<file path="src/rtl/ctrl_issue_if.sv">
// Start/valid/stop control bus shared between the burst issuer and the
// downstream delay stages.
interface ctrl_bus;
  logic start;
  logic valid;
  logic stop;

  modport out (output start, output valid, output stop);
  modport in  (input start, input valid, input stop);
endinterface

</file>
<file path="src/rtl/ctrl_issue.sv">
// Burst issuer: on a request, emits start, len valid words with a running
// address, then stop. Supports pause, early abort and async active-low reset.
module ctrl_issue #(
  parameter int LENW = 16
) (
  input  logic            clk,
  input  logic            xrst,
  input  logic            req,
  input  logic [LENW-1:0] len,
  input  logic            pause,
  input  logic            abort,
  ctrl_bus.out            out_ctrl,
  output logic [LENW-1:0] addr,
  output logic            busy,
  output logic            done
);

  typedef enum logic [1:0] {IDLE, START, ACTIVE, STOP} state_t;

  state_t          state_q, state_d;
  logic [LENW-1:0] len_q, len_d;
  logic [LENW-1:0] addr_d;
  logic            start_q, start_d;
  logic            valid_q, valid_d;
  logic            stop_q, stop_d;
  logic            busy_d, done_d;
  logic            last_word;

  assign out_ctrl.start = start_q;
  assign out_ctrl.valid = valid_q;
  assign out_ctrl.stop  = stop_q;

  // The word on the bus this cycle is the final one of the burst.
  assign last_word = valid_q && (addr == len_q - LENW'(1));

  always_ff @(posedge clk or negedge xrst) begin
    if (!xrst) begin
      state_q <= IDLE;
      len_q   <= '0;
      addr    <= '0;
      start_q <= 1'b0;
      valid_q <= 1'b0;
      stop_q  <= 1'b0;
      busy    <= 1'b0;
      done    <= 1'b0;
    end else begin
      state_q <= state_d;
      len_q   <= len_d;
      addr    <= addr_d;
      start_q <= start_d;
      valid_q <= valid_d;
      stop_q  <= stop_d;
      busy    <= busy_d;
      done    <= done_d;
    end
  end

  // Every output is decided one cycle ahead so the bus comes straight off flops.
  always_comb begin
    state_d = state_q;
    len_d   = len_q;
    addr_d  = addr;
    start_d = 1'b0;
    valid_d = 1'b0;
    stop_d  = 1'b0;
    busy_d  = busy;
    done_d  = 1'b0;

    case (state_q)
      IDLE: begin
        if (req) begin
          state_d = START;
          len_d   = len;
          addr_d  = '0;
          start_d = 1'b1;
          busy_d  = 1'b1;
        end
      end

      START: begin
        if (abort || (len_q == '0)) begin
          state_d = STOP;
          stop_d  = 1'b1;
        end else begin
          state_d = ACTIVE;
          addr_d  = '0;
          valid_d = !pause;
        end
      end

      ACTIVE: begin
        if (abort || last_word) begin
          state_d = STOP;
          stop_d  = 1'b1;
        end else begin
          if (valid_q) begin
            addr_d = addr + LENW'(1);
          end
          valid_d = !pause;
        end
      end

      STOP: begin
        state_d = IDLE;
        busy_d  = 1'b0;
        done_d  = 1'b1;
      end

      default: begin
        state_d = IDLE;
        busy_d  = 1'b0;
      end
    endcase
  end

endmodule

</file>
<file path="src/flat_wrapper.sv">
// flat-port wrapper written by rule: the top's interface ports become plain ports
module ctrl_issue_flat 
#(
  parameter int LENW = 16
)
  (clk, xrst, req, len, pause, abort, addr, busy, done, out_ctrl_start, out_ctrl_valid, out_ctrl_stop);
  ctrl_bus out_ctrl_i ();
  input  logic clk;
  input  logic xrst;
  input  logic req;
  input  logic [LENW-1:0] len;
  input  logic pause;
  input  logic abort;
  output logic [LENW-1:0] addr;
  output logic busy;
  output logic done;
  output wire logic [$bits(out_ctrl_i.start)-1:0] out_ctrl_start;
  output wire logic [$bits(out_ctrl_i.valid)-1:0] out_ctrl_valid;
  output wire logic [$bits(out_ctrl_i.stop)-1:0] out_ctrl_stop;
  assign out_ctrl_start = out_ctrl_i.start;
  assign out_ctrl_valid = out_ctrl_i.valid;
  assign out_ctrl_stop = out_ctrl_i.stop;
  ctrl_issue #(.LENW(LENW)) u_core (.clk(clk), .xrst(xrst), .req(req), .len(len), .pause(pause), .abort(abort), .out_ctrl(out_ctrl_i), .addr(addr), .busy(busy), .done(done));
endmodule
</file>
<file path="config.mk">
export PLATFORM = sky130hd
export DESIGN_NAME = ctrl_issue_flat
export DESIGN_NICKNAME = d
export VERILOG_FILES = /design/src/rtl/ctrl_issue_if.sv /design/src/rtl/ctrl_issue.sv /design/src/flat_wrapper.sv
export SDC_FILE = /design/constraint.sdc
export NUM_CORES = 1
export LEC_CHECK = 0
export CORE_MARGIN = 4
export CORE_UTILIZATION = 35
export DETAILED_ROUTE_END_ITERATION = 7
export MAX_ROUTING_LAYER = met4
export SLEW_MARGIN = 20
export SYNTH_ARGS = -nofsm -noshare
export SYNTH_HDL_FRONTEND = slang
export SYNTH_SLANG_ARGS = --single-unit
</file>
<file path="constraint.sdc">
create_clock -name clk -period 4.31 [get_ports clk]
set_clock_uncertainty 0.05 [all_clocks]
set_input_delay 1.293 -clock clk [delete_from_list [all_inputs] [get_ports clk]]
set_output_delay 1.293 -clock clk [all_outputs]
set_load 0.1 [all_outputs]
</file>
==> run_results.csv <==
group,metric,value,unit
route,wl,6430,um
global_routing,grt_pass1_wl,10700,um
cts,post_cts_resized,0,
sta,finalCritPeriodShare,82.2,%
power,seqPwrFrac,35.2,%
worst_setup_path,path_class,"flop to flop",
logic_synthesis,post-synth-top-area-cell,"dfrtp_1",
global_routing,grt_start_max_net_pins,40,
logic_synthesis,yosys-top-cells-area,"dfrtp_1, mux2_2, xnor2_1",
logic_synthesis,netlist_area,2610,sq um
global_routing,use_met3,2.87,%
route,drc,0,
power,ir_worst_vdd,0.392,mV
logic_synthesis,yosysUniqueCellTypes,55,
logic_synthesis,ys_top_cells_by_count,"dfrtp_1, nand2_1, mux2_2, nor2_1, xnor2_1",
worst_setup_path,worstReg2RegStart,"u_core.len_q[0]",
worst_setup_path,cp_max_fo,28,
sta,holdWs,0.519,ns
worst_setup_path,worstSetupEndpointType,"flop",
cts,cts_root_buf,"clkbuf_8",
sta,fin_crit,3.54,ns
sta,worst_pin_slew,0.977,ns
floorplanning,die_area,8900,sq um
global_routing,first_global_vias,2102,
power,p_comb_share,51.1,%
cts,clock_sinks,39,
floorplanning,rows,31,
sta,setup_viol_count_final,0,
global_routing,busiest_layer,"met2",
global_routing,grt_use_total,15.8,%
power,leakagePower,1.37,nW
route,wl_per_cell,15.8,um
floorplanning,io_pins,42,
sta,slew_headroom,34.7,%
sta,fmaxAchievable,282,MHz
cts,cts_tree,"built",
sta,drv_slew,0,
worst_setup_path,arrival,3.67,ns
placed_design,hpwlAfterDp,4720,um
route,viasPerCell,5.45,
logic_synthesis,ys_seq_area_share,37.4,%
worst_setup_path,critPathLaunchType,"flop",
route,drtIter0Drc,125,
logic_synthesis,yosys_warnings,0,
global_routing,grt_overflow,0,
layout,nNetsFinal,336,
cts,cts-htree-levels,2,
global_routing,use_met2,23.5,%
floorplanning,core_area,7250,sq um
sta,finalHoldViolCount,0,
logic_synthesis,synth_top_area_share,37.4,%
power,power_density,566,nW/um^2
sta,rsz0062_at_grt,"no",
power,internal-power,0.000947,W
cts,max-clock-path-buffers,2,
worst_hold_path,hold_class,"flop to flop",
worst_hold_path,hold_path.startpoint,"u_core.busy",
cts,ctsHoldBuffers,0,
logic_synthesis,synth_seq_cells,39,
job,max-cap-violations,0,
logic_synthesis,synthCells,270,
route,firstDrtPassIters,4,
power,pwr-share-clk,13.7,%
global_routing,antenna_found_initial,0,
worst_setup_path,required,4.44,ns
cts,cts_setup_buffers,0,
run_status,status,"finished clean",
cts,clk_latency,0.29,ns
cts,clk_pin_slew,0.08,ns
logic_synthesis,synth.most_common_cell,"dfrtp_1",
cts,numCtsBuffers,5,
placed_design,place_congestion,0.900,
logic_synthesis,synth_enable_flop_cells,0,
logic_synthesis,syn-num-nets,298,
power,p_sw_share,46.9,%
layout,drive_gt1_share,14.6,%
layout,num_antenna_cells,0,
floorplanning,die-width,94.4,um
layout,areaGrowthSynthToFinish,20.8,%
global_routing,gr-usage-met1,21.7,%
worst_setup_path,startpoint,"u_core.len_q[0]",
sta,setup_tns,0,ns
placed_design,port_buffers,41,
floorplanning,initial_utilization,36.0,%
power,p_sw,0.000837,W
logic_synthesis,syn_area_per_cell,9.67,sq um
logic_synthesis,async_reset_ff_share,100,%
route,ant_nets,0,
floorplanning,fp.dieH,94.4,um
logic_synthesis,synth_ff_type,"dfrtp_1",
route,dr_total_vias,2224,
-- stage by stage --
stage	cells	power, W	setup slack, ns	utilization (%)	area (sq um)
after floorplan	270	0.00133	0.992	-	2610
after global placement	400	0.00153	0.910	42.3	3070
after detailed placement	400	0.00154	0.794	42.3	3070
after CTS	408	0.00179	0.779	43.5	3150
after global routing	408	0.00193	0.523	43.5	3150
final	408	0.00178	0.766	43.5	3150
-- state kept, by name, indices dropped and copies added (netlist names) --
name / flops
u_core.out_ctrl.stop: 1
u_core.done: 1
u_core.len_q: 16
u_core.addr: 16
u_core.state_q: 2
u_core.out_ctrl.valid: 1
u_core.out_ctrl.start: 1
u_core.busy: 1
-- power groups by stage --
stage / Combinational [W] / Sequential [W] / Clock, W
after floorplan: 0.000629 / 0.000701 / 0
after global placement: 0.000904 / 0.000631 / 0
after detailed placement: 0.000908 / 0.000633 / 0
after CTS: 0.000914 / 0.000627 / 0.000251
after global routing: 0.00101 / 0.000652 / 0.000266
final: 0.000912 / 0.000629 / 0.000244
-- cells by family (layout without fill, tap and decap cells) --
logic type | count (synthesis) | in the layout | synth area share [%]
AO/OA/AOI/OAI | 58 | 58 | 16.8
XOR/XNOR | 19 | 19 | 6.38
adder cells (fa/ha/maj) | 7 | 7 | 3.36
buffers and inverters | 22 | 61 | 4.46
flip-flops | 39 | 39 | 37.4
multiplexers | 21 | 21 | 9.44
AND/OR/NAND/NOR | 104 | 104 | 22.1
-- metal layers --
metal / up-vias / routed length [um]
met5: - / 0
met4: 0 / 123
met3: 14 / 327
met2: 74 / 2990
met1: 1067 / 2990
li1: 1069 / -
-- worst max-delay path: stages (launching register included) --
cell and delay, ns:
dfrtp_1 0.43, inv_1 0.12, ha_1 0.33, or4b_1 0.51, or4_4 0.47, mux2_4 0.33
mux2i_4 0.14, o22ai_2 0.14, a211oi_4 0.21, buf_4 0.31, a21oi_1 0.11, a211o_1 0.27
-- cell type report --
cell class | count | area (sq um)
clock buffers | 7 | 76.3
clock inverters | 1 | 5.00
fillers | 738 | 4100
inverters | 10 | 37.5
multi-input cells | 209 | 1520
flip-flops and latches | 39 | 976
well taps | 99 | 124
repair buffers | 43 | 415
-- final timing paths --
path / cells after the start / endpoint / slack (ns)
min in group asynchronous: 1 / u_core.len_q[10] / 1.07
worst min register to register: 2 / u_core.busy / 0.52
max in group asynchronous: 1 / u_core.len_q[0] / 2.60
worst max-delay path: 11 / u_core.addr[9] / 0.77
worst min-delay path: 2 / u_core.busy / 0.52
worst max register to register: 11 / u_core.addr[9] / 0.77
-- placed cells by master, fill, tap and decap left out, drive strengths merged, types with 7 or more instances in the layout --
cell type      instances
ha                     7
inv                    9
xnor2                 14
nand2                 26
nor2                  15
clkdlybuf4s50         38
nand3                  7
mux2                  16
a21oi                 15
a211o                  9
and3                  15
dfrtp                 39
clkbuf                 7
o21ai                  9
nor3                  10
(Power assumes the default switching activity.)
